**config.mk**
```make
export PLATFORM = sky130hd
export DESIGN_NAME = if_pc_unit
export DESIGN_NICKNAME = d
export VERILOG_FILES = /design/src/rtl/cpu_pkg.sv /design/src/rtl/if_pc_unit.sv
export SDC_FILE = /design/constraint.sdc
export NUM_CORES = 1
export LEC_CHECK = 0
export CAP_MARGIN = 15
export CORE_MARGIN = 2
export CORE_UTILIZATION = 43
export DETAILED_ROUTE_END_ITERATION = 6
export GPL_TIMING_DRIVEN = 1
export PLACE_DENSITY = 0.79
export SKIP_CTS_REPAIR_TIMING = 1
export SYNTH_ARGS = -nofsm -noshare
export SYNTH_HDL_FRONTEND = slang
export SYNTH_SLANG_ARGS = --single-unit
```
**constraint.sdc**
```tcl
create_clock -name clk -period 3.6 [get_ports clk]
set_input_delay 0.72 -clock clk [delete_from_list [all_inputs] [get_ports clk]]
set_output_delay 0.72 -clock clk [all_outputs]
set_load 0.05 [all_outputs]
```
**src/rtl/cpu_pkg.sv**
```systemverilog
// Shared CPU front-end types and constants: fetch-unit state encoding and default vectors.
`ifndef CPU_PKG_DEFINES
`define CPU_PKG_DEFINES
`define WriteEnable  1'b1
`define WriteDisable 1'b0
`endif

package cpu_pkg;

  localparam int unsigned PC_AW_DEF     = 16;
  localparam int unsigned RESET_VEC_DEF = 32'h0000_0000;
  localparam int unsigned EXC_VEC_DEF   = 32'h0000_0010;

  typedef enum logic [1:0] {
    IDLE = 2'd0,
    RUN  = 2'd1,
    HALT = 2'd2
  } pc_state_e;

endpackage : cpu_pkg

```
**src/rtl/if_pc_unit.sv**
```systemverilog
// Instruction-fetch program counter with stall, redirect, exception vectoring,
// halt/resume and a free-running fetch counter. All outputs come straight from flops.
module if_pc_unit
  import cpu_pkg::*;
#(
  parameter int unsigned   AW        = PC_AW_DEF,
  parameter int unsigned   INC       = 1,
  parameter logic [AW-1:0] RESET_VEC = AW'(RESET_VEC_DEF),
  parameter logic [AW-1:0] EXC_VEC   = AW'(EXC_VEC_DEF),
  parameter int unsigned   CNT_W     = 32
) (
  input  logic             clk,
  input  logic             rst,
  input  logic             stall_i,
  input  logic             br_taken_i,
  input  logic [AW-1:0]    br_target_i,
  input  logic             exc_i,
  input  logic             halt_i,
  input  logic             resume_i,
  output logic             ce,
  output logic [AW-1:0]    pc,
  output logic [CNT_W-1:0] fetch_cnt
);

  pc_state_e        state_q, state_d;
  logic [AW-1:0]    pc_q, pc_d;
  logic             ce_q, ce_d;
  logic [CNT_W-1:0] fetch_cnt_q, fetch_cnt_d;

  // State register; reset is asynchronous and active-low.
  always_ff @(posedge clk or negedge rst) begin
    if (!rst) begin
      state_q     <= IDLE;
      pc_q        <= RESET_VEC;
      ce_q        <= `WriteDisable;
      fetch_cnt_q <= '0;
    end else begin
      state_q     <= state_d;
      pc_q        <= pc_d;
      ce_q        <= ce_d;
      fetch_cnt_q <= fetch_cnt_d;
    end
  end

  // Next-state / next-PC selection.
  always_comb begin
    state_d     = state_q;
    pc_d        = pc_q;
    fetch_cnt_d = fetch_cnt_q;

    // A fetch is consumed on every unstalled RUN edge, redirects included.
    if ((state_q == RUN) && !stall_i) begin
      fetch_cnt_d = fetch_cnt_q + CNT_W'(1);
    end

    unique case (state_q)
      IDLE: begin
        state_d = RUN;
      end
      RUN: begin
        if (exc_i) begin
          pc_d = EXC_VEC;
        end else if (br_taken_i) begin
          pc_d = br_target_i;
        end else if (halt_i) begin
          state_d = HALT;
        end else if (!stall_i) begin
          pc_d = pc_q + AW'(INC);
        end
      end
      HALT: begin
        if (exc_i) begin
          pc_d    = EXC_VEC;
          state_d = RUN;
        end else begin
          // Redirect while halted is captured so resume fetches from the target.
          if (br_taken_i) begin
            pc_d = br_target_i;
          end
          if (resume_i) begin
            state_d = RUN;
          end
        end
      end
      default: begin
        state_d = IDLE;
      end
    endcase

    ce_d = (state_d == RUN) ? `WriteEnable : `WriteDisable;
  end

  assign ce        = ce_q;
  assign pc        = pc_q;
  assign fetch_cnt = fetch_cnt_q;

endmodule : if_pc_unit
```
==> results of run 1 <==
[critical path, delay by kind of cell]
family / cells / cell delay [ns]
simple gates: 3 / 1.28
xor+xnor: 1 / 0.14
buf+inv: 1 / 0.48
[layer usage]
layer | vias to the layer above | GRT usage [%] | share of wire, %
li1 | 1170 | - | -
met1 | 1151 | 26.65 | 46
met2 | 79 | 32.07 | 47
met3 | 5 | 4.154 | 6.1
met4 | 0 | 4.545 | 0.65
met5 | - | 0 | 0
[flip-flops by register name (all words and copies together) (netlist names)]
| register | flops |
|---|---|
| state_q | 2 |
| ce | 1 |
| fetch_cnt | 32 |
| pc | 16 |
[through the flow]
step	worst slack [ns]	hold WS (ns)
floorplan	1.471	0.4244
global placement	0.9673	0.4564
detailed placement	0.8756	0.4812
CTS	1.216	0.4939
global route	1.068	0.5148
finish	1.219	0.4832
[power by group]
part,switching [mW],internal (mW)
Sequential,0.0793,0.626
Combinational,0.317,0.185
Clock,0.194,0.136
[cells by family (layout without fill, tap and decap cells)]
kind of cell | after synthesis | after routing | share of synthesized area, %
muxes | 3 | 3 | 1.137
buffers and inverters | 23 | 95 | 3.503
DFF | 51 | 51 | 46.41
xor gates and xnor gates | 32 | 32 | 10.19
and+or+nand+nor | 108 | 108 | 23.84
adders and majority gates | 2 | 2 | 0.9098
AOI/OAI and AO/OA | 60 | 60 | 14.01
[cell usage in the layout (no fill, tap or decap), drive strengths merged, types with 3 or more instances in the layout]
cell type	Yosys	final
nand3	19	19
and4	6	6
buf	3	7
a31oi	3	3
inv	10	10
nand4	13	13
nor4	10	10
dfrtp	51	51
xnor2	19	19
clkdlybuf4s50	0	70
a21oi	13	13
clkbuf	10	5
o31a	7	7
o22ai	7	7
nor3	10	10
and2	3	3
nand2	20	20
and3	8	8
o21ai	17	17
xor2	13	13
nor2	6	6
[worst min-delay path by stage]
stage | startpoint | end | slack [ns]
after floorplan | rst | ce | 0.42
after global placement | fetch_cnt[31] | fetch_cnt[31] | 0.46
after detailed placement | fetch_cnt[24] | fetch_cnt[24] | 0.48
after CTS | fetch_cnt[24] | fetch_cnt[24] | 0.49
after global routing | fetch_cnt[24] | fetch_cnt[24] | 0.51
final | fetch_cnt[24] | fetch_cnt[24] | 0.48
[layout make-up]
class | count | area [um2] | area share, %
repair buffers | 77 | 750.7 | 20.70
clock inverters | 3 | 20.02 | 0.5519
inverters | 10 | 37.54 | 1.035
clock buffers | 5 | 68.82 | 1.897
multi-input cells | 205 | 1378 | 37.98
well taps | 77 | 96.34 | 2.656
flip-flops and latches | 51 | 1276 | 35.18
==> metrics.yaml, run 1 <==
fmax_mhz: 420.1
core_mm2: 0.006277
holdPathStages: 1
fillCellCount: 581
stdcell_count: 428
wl_per_cell_um: 15.80
rr_worst_depth: 4
rsz0062_at_grt: "false"
utilization_pct: 57.78
setup-violations-final: 0
dr.first_iter.drc_count: 124
total_power_mw: 1.538
period_needed_ns: 2.381
p_leak_nw: 1.483
synth_top_area_share_pct: 46.41
drive_gt1_share_pct: 7.692
diodes: 0
ir_drop_uv: 366.0
worst_pin_slew_ns: 0.8626
via_per_inst: 5.619
numPortBuffers: 71
overflow: 0
gp_congestion: 0.8260
die_x_um: 83.97
syn_nets: 304
cts_made_buffers: 5
htree_levels: 2
yosysMostFrequentCell: "dfrtp_1"
synth_top_cell_by_area: "dfrtp_1"
status: "completed"
timing.final.crit_share_pct: 66.13
clock-sinks: 51
hold_viol: 0
synth.distinct_cells: 50
synth_flop_cell: "dfrtp_1"
drtPass1Iterations: 4
worstSkewPairLatency_ns: 0.30
clk_path_buf_depth: 2
timing.hold.worst.class: "reg2reg"
tns_ns: 0
synth_cells: 279
cap_violations: 0
io_pins: 72
dp.cells: 420
relSlewSlack_pct: 42.49
postSynthAreaPerCell_um2: 9.857
worstSetupEndpoint: "fetch_cnt[11]"
synth_edf_count: 0
r2r_slack_ns: 1.55
async_flop_share_pct: 100.0
cpMaxStageDelayCell: "or3b_1"
synth-seq-cells: 51
dpl.hpwl_um: 4754
start_kind: "input pin"
routed_wl_um: 6762
dieArea_mm2: 0.007051
slew_violations: 0
r2r_end: "fetch_cnt[11]"
r2r_start: "state_q[0]"
syn_to_final_growth_pct: 31.89
critPathRequiredTime_ns: 3.83
crit_type: "in2reg"
postPlaceCellArea_mm2: 0.003538
path_clk_slew_ns: 0.10
path_cells: "clkdlybuf4s50_1 > or3b_1 > nor4_4 > and4_2 > xor2_1"
antenna_found_initial: 0
crit_arrival_ns: 2.61
seq_area_frac_synth_pct: 46.41
grt_max_degree: 39
route.detailed.drc: 0
grt_pass1_vias: 2387
crit_fanout: 8
ant_nets: 0
fin_area_mm2: 0.003627
tritoncts: "built"
start_util_pct: 43.81
grt_use_total_pct: 19.56
cpPeakStageDelay_ns: 0.50
syn-cell-area_mm2: 0.002750
die_h_um: 83.97
via_count: 2405
synth.top_cells.by_count: "dfrtp_1, nand2_1, nand3_1, xnor2_1, o21ai_0"
skew_ns: 0.009879
powerDensity_mw_per_mm2: 423.9
yosysWarnings: 0
grt_pass1_wl_um: 11340
fin_nets: 375
synth_area_leaders: "dfrtp_1, xnor2_1, xor2_1, nand3_1, o21ai_0"
rows: 29
crit_start: "stall_i"
cts-root-buf: "clkbuf_8"
critPathCaptureType: "flop"
(Power assumes the default switching activity.)
==> run 2: changes to the inputs <==
==> constraint.sdc (replaced) <==
create_clock -name clk -period 2.45 [get_ports clk]
set_input_delay 0.49 -clock clk [delete_from_list [all_inputs] [get_ports clk]]
set_output_delay 0.49 -clock clk [all_outputs]
set_load 0.05 [all_outputs]
==> run 2 against run 1 <==
  * Hold slack got worse by 0.30 ns
  * Die area unchanged
  * Sequential power increased by 48%
  * Clock skew decreased by 0.0043 ns
  * Critical path depth decreased by 4
  * Largest cell class unchanged
  * Largest power group unchanged
==> metrics.yaml, run 2 (synthesis gave the netlist of run 1 again) <==
status: "completed"
fmax_mhz: 469.3
final_common_cell: "clkdlybuf4s50_1"
dieArea_mm2: 0.007051  # unchanged
io_pins: 72  # unchanged
total_power_mw: 2.403  # +56%
period_needed_ns: 2.131
tns_ns: 0  # unchanged
final-seq-area_mm2: 0.001276  # unchanged
path_buf_inv: 1  # unchanged
htree_levels: 2  # unchanged
route.detailed.drc: 0  # unchanged
worstSkewPairLatency_ns: 0.30  # about the same
timing.final.crit_share_pct: 86.97
path_cells: "clkdlybuf4s50_1"
critPathCaptureType: "primary output"
crit_fanout: 8  # unchanged
cpMaxStageDelayCell: "clkdlybuf4s50_1"
crit_arrival_ns: 1.64  # -0.97 ns
fin_nets: 379  # +1.1%
path_clk_slew_ns: 0.09  # about the same
die_x_um: 83.97  # unchanged
via_per_inst: 5.729  # +2.0%
largest_reg_flops: 32  # unchanged
cap_violations: 0  # unchanged
grt_pass1_wl_um: 11500  # +1.4%
slew_violations: 0  # unchanged
grt_use_total_pct: 19.64  # +0.087 points
ant_nets: 0  # unchanged
rows: 29  # unchanged
via_count: 2475  # +2.9%
numPortBuffers: 71  # unchanged
crit_family: "buffers and inverters"
crit_type: "reg2out"
grt_pass1_vias: 2388  # +0.042%
cpPeakStageDelay_ns: 0.86  # +0.36 ns
clock-sinks: 51  # unchanged
final_cell_mix: "clkdlybuf4s50_1, dfrtp_1, nand2_1, nand3_1, xnor2_1"
grt_max_degree: 28  # -28%
rsz0062_at_grt: "false"
clk_path_buf_depth: 2  # unchanged
cts-root-buf: "clkbuf_8"
hold_viol: 0  # unchanged
setup-violations-final: 0  # unchanged
drtPass1Iterations: 5  # +1
ir_drop_uv: 675.7  # +85%
fin_area_mm2: 0.003711  # +2.3%
routed_wl_um: 6813  # +0.75%
dr.first_iter.drc_count: 143  # +15%
relSlewSlack_pct: 60.05  # +18 points
gp_congestion: 0.8000  # -3.1%
start_kind: "flop"
cts_made_buffers: 5  # unchanged
diodes: 0  # unchanged
multi_input_area_mm2: 0.001378  # unchanged
powerDensity_mw_per_mm2: 647.6  # +53%
syn_to_final_growth_pct: 34.94
dpl.hpwl_um: 4888  # +2.8%
wl_per_cell_um: 15.77  # -0.18%
tritoncts: "built"
critPathRequiredTime_ns: 1.96  # -1.87 ns
worst_pin_slew_ns: 0.5993  # -0.2633 ns
start_util_pct: 43.81  # unchanged
antenna_found_initial: 0  # unchanged
timing.hold.worst.class: "in2async"
p_leak_nw: 1.534  # +3.4%
postPlaceCellArea_mm2: 0.003593  # +1.6%
die_h_um: 83.97  # unchanged
fillCellCount: 537  # -7.6%
skew_ns: 0.005560  # -0.004319 ns
drive_gt1_share_pct: 8.732  # +1.0 points
overflow: 0  # unchanged
core_mm2: 0.006277  # unchanged
## run 2: cell count changes in the layout (fill, tap and decap cells not counted)
cell / previous run / this run
buf_4: 6 / 8
buf_12: 0 / 2
clkbuf_8: 5 / 6
clkinvlp_4: 2 / 0
bufinv_16: 0 / 1
## run 2: through the flow
| stage | setup WS, ns | instances | util, % | hold slack [ns] |
|---|---|---|---|---|
| 2_1_floorplan | 0.3207 | 279 | - | 0.1944 |
| 3_3_place_gp | 0.1021 | 424 | 57.25 | 0.4578 |
| 3_5_place_dp | 0.05378 | 424 | 57.25 | 0.4686 |
| 4_1_cts | 0.3131 | 432 | 59.12 | 0.1979 |
| 5_1_grt | 0.2416 | 432 | 59.12 | 0.2268 |
| 6_report | 0.3193 | 432 | 59.12 | 0.1806 |
## run 2: layer usage
layer / GRT usage, % / vias to the layer above / wire length (um)
met1: 26.37 / 1208 / 3067
met4: 4.545 / 0 / 19
met2: 32.44 / 85 / 3261
met5: 0 / - / 0
li1: - / 1180 / -
met3: 4.550 / 2 / 465
## run 2: path summary, 6_finish.rpt
kind | from | endpoint | slack [ns] | depth (start not counted)
min reg2reg | fetch_cnt[31] | fetch_cnt[31] | 0.49 | 1
max in group asynchronous | rst | fetch_cnt[31] | 1.71 | 2
max | pc[5] | pc[5] | 0.32 | 1
min | rst | pc[13] | 0.18 | 1
min in group clk | fetch_cnt[31] | fetch_cnt[31] | 0.49 | 1
max reg2reg | state_q[0] | fetch_cnt[11] | 0.41 | 4
## run 2: layout make-up
| cell class | instances | share of cell area [%] |
|---|---|---|
| inverter | 10 | 1.011 |
| clock inverter | 2 | 0.9440 |
| tap | 77 | 2.596 |
| sequential | 51 | 34.39 |
| clock buffer | 6 | 2.225 |
| multi-input combinational | 205 | 37.12 |
| timing repair buffer | 81 | 21.71 |
## run 2: power breakdown
group          total [mW]  switching [mW]  internal [mW]
Sequential           1.04           0.120          0.920
Combinational       0.753           0.469          0.284
Clock               0.610           0.279          0.331
Total                2.40           0.868           1.54
==> run 3: changes to the inputs <==
--- a/config.mk
+++ b/config.mk
@@ -11,6 +11,7 @@
 export DETAILED_ROUTE_END_ITERATION = 6
 export GPL_TIMING_DRIVEN = 1
 export PLACE_DENSITY = 0.79
+export REMOVE_ABC_BUFFERS = 1
 export SKIP_CTS_REPAIR_TIMING = 1
 export SYNTH_ARGS = -nofsm -noshare
 export SYNTH_HDL_FRONTEND = slang
==> run 3 against run 2 <==
  * Global-route usage shrank 0.67 points
  * Critical path depth is the same
  * Hold slack lost 0.063 ns
  * Maximum frequency shrank 0.54%
  * Clock skew grew 0.0048 ns
  * Design area shrank 0.17%
  * Via count shrank 2.2%
==> metrics.yaml, run 3 (synthesis gave the netlist of run 1 again) <==
antenna_found_initial: 0  # unchanged
fmax_mhz: 466.8  # -0.54%
relSlewSlack_pct: 64.77  # +4.7 points
final_common_cell: "clkdlybuf4s50_1"
start_util_pct: 43.81  # unchanged
stdcell_count: 434  # +0.46%
dpl.hpwl_um: 4766  # -2.5%
ir_drop_uv: 525.2  # -22%
htree_levels: 2  # unchanged
dieArea_mm2: 0.007051  # unchanged
worstSkewPairLatency_ns: 0.30  # about the same
critPathCaptureType: "primary output"
cpMaxStageDelayCell: "clkdlybuf4s50_1"
crit_family: "buffers and inverters"
skew_ns: 0.01037  # +0.004809 ns
p_leak_nw: 1.535  # about the same
grt_pass1_vias: 2292  # -4.0%
final_cell_mix: "clkdlybuf4s50_1, dfrtp_1, nand2_1, nand3_1, xnor2_1"
via_count: 2421  # -2.2%
syn_to_final_growth_pct: 34.71
rows: 29  # unchanged
fin_nets: 381  # +0.53%
route.detailed.drc: 0  # unchanged
timing.hold.worst.class: "in2async"
timing.final.crit_share_pct: 87.44  # +0.48 points
dp.cells: 426  # +0.47%
slew_violations: 0  # unchanged
start_kind: "flop"
cpPeakStageDelay_ns: 0.85  # about the same
via_per_inst: 5.578  # -2.6%
die_x_um: 83.97  # unchanged
worst_pin_slew_ns: 0.5268  # -0.07248 ns
io_pins: 72  # unchanged
path_cells: "clkdlybuf4s50_1"
path_clk_slew_ns: 0.10  # about the same
cts_made_buffers: 5  # unchanged
cts-root-buf: "clkbuf_8"
clock-sinks: 51  # unchanged
status: "completed"
crit_arrival_ns: 1.65  # about the same
ant_nets: 0  # unchanged
clk_path_buf_depth: 2  # unchanged
final-seq-area_mm2: 0.001276  # unchanged
whs_ns: 0.1180  # -0.06263 ns
powerDensity_mw_per_mm2: 648.6  # +0.16%
tns_ns: 0  # unchanged
grt_max_degree: 21  # -25%
diodes: 0  # unchanged
die_h_um: 83.97  # unchanged
tritoncts: "built"
hold_viol: 0  # unchanged
crit_type: "reg2out"
drtPass1Iterations: 4  # -1
routed_wl_um: 6621  # -2.8%
fillCellCount: 558  # +3.9%
setup-violations-final: 0  # unchanged
wl_per_cell_um: 15.26  # -3.3%
grt_pass1_wl_um: 10970  # -4.6%
crit_fanout: 8  # unchanged
drive_gt1_share_pct: 9.244  # +0.51 points
cap_violations: 0  # unchanged
dr.first_iter.drc_count: 135  # -5.6%
overflow: 0  # unchanged
total_power_mw: 2.403  # about the same
core_mm2: 0.006277  # unchanged
numPortBuffers: 71  # unchanged
gp_congestion: 0.8260  # +3.2%
grt_use_total_pct: 18.97  # -0.67 points
path_buf_inv: 1  # unchanged
largest_reg_flops: 32  # unchanged
multi_input_area_mm2: 0.001378  # unchanged
critPathRequiredTime_ns: 1.96  # about the same
period_needed_ns: 2.142  # +0.01164 ns
rsz0062_at_grt: "false"
==> run 3: cell count changes in the layout (fill, tap and decap cells not counted), sizes merged <==
cell and change:
buf +2, clkinv -1, inv +1
==> run 3: per-stage QoR <==
step,util [%],setup slack [ns],instance area [um2]
floorplan,-,0.3738,2691
global placement,57.09,0.1828,3583
detailed placement,57.09,0.1168,3583
CTS,59.02,0.3163,3705
global route,59.02,0.2674,3705
finish,59.02,0.3076,3705
==> run 3: where the power goes <==
group	switching (mW)	leakage, nW	internal [mW]
Sequential	0.114	0.682	0.920
Clock	0.287	0.0618	0.336
Combinational	0.465	0.791	0.281
==> run 3: final cells by class <==
type,count,area share (%)
inverter,10,1.013
tap,77,2.600
sequential,51,34.45
clock inverter,2,1.047
clock buffer,6,2.229
timing repair buffer,83,21.48
multi-input combinational,205,37.18
==> run 3: metal layers <==
| metal | vias to the layer above | GRT usage (%) | share of wire, % |
|---|---|---|---|
| li1 | 1180 | - | - |
| met1 | 1142 | 26.14 | 46 |
| met2 | 94 | 30.40 | 45 |
| met3 | 5 | 4.847 | 7.5 |
| met4 | 0 | 3.959 | 0.80 |
| met5 | - | 0 | 0 |
==> run 3: final timing paths <==
path	from	to	slack, ns	depth (start not counted)
setup / recovery	pc[5]	pc[5]	0.31	1
hold / removal	rst	fetch_cnt[7]	0.12	1
setup reg to reg	state_q[0]	fetch_cnt[11]	0.50	5
hold reg to reg	fetch_cnt[31]	fetch_cnt[31]	0.48	1
max in group asynchronous	rst	fetch_cnt[16]	1.74	2
min in group clk	fetch_cnt[31]	fetch_cnt[31]	0.48	1
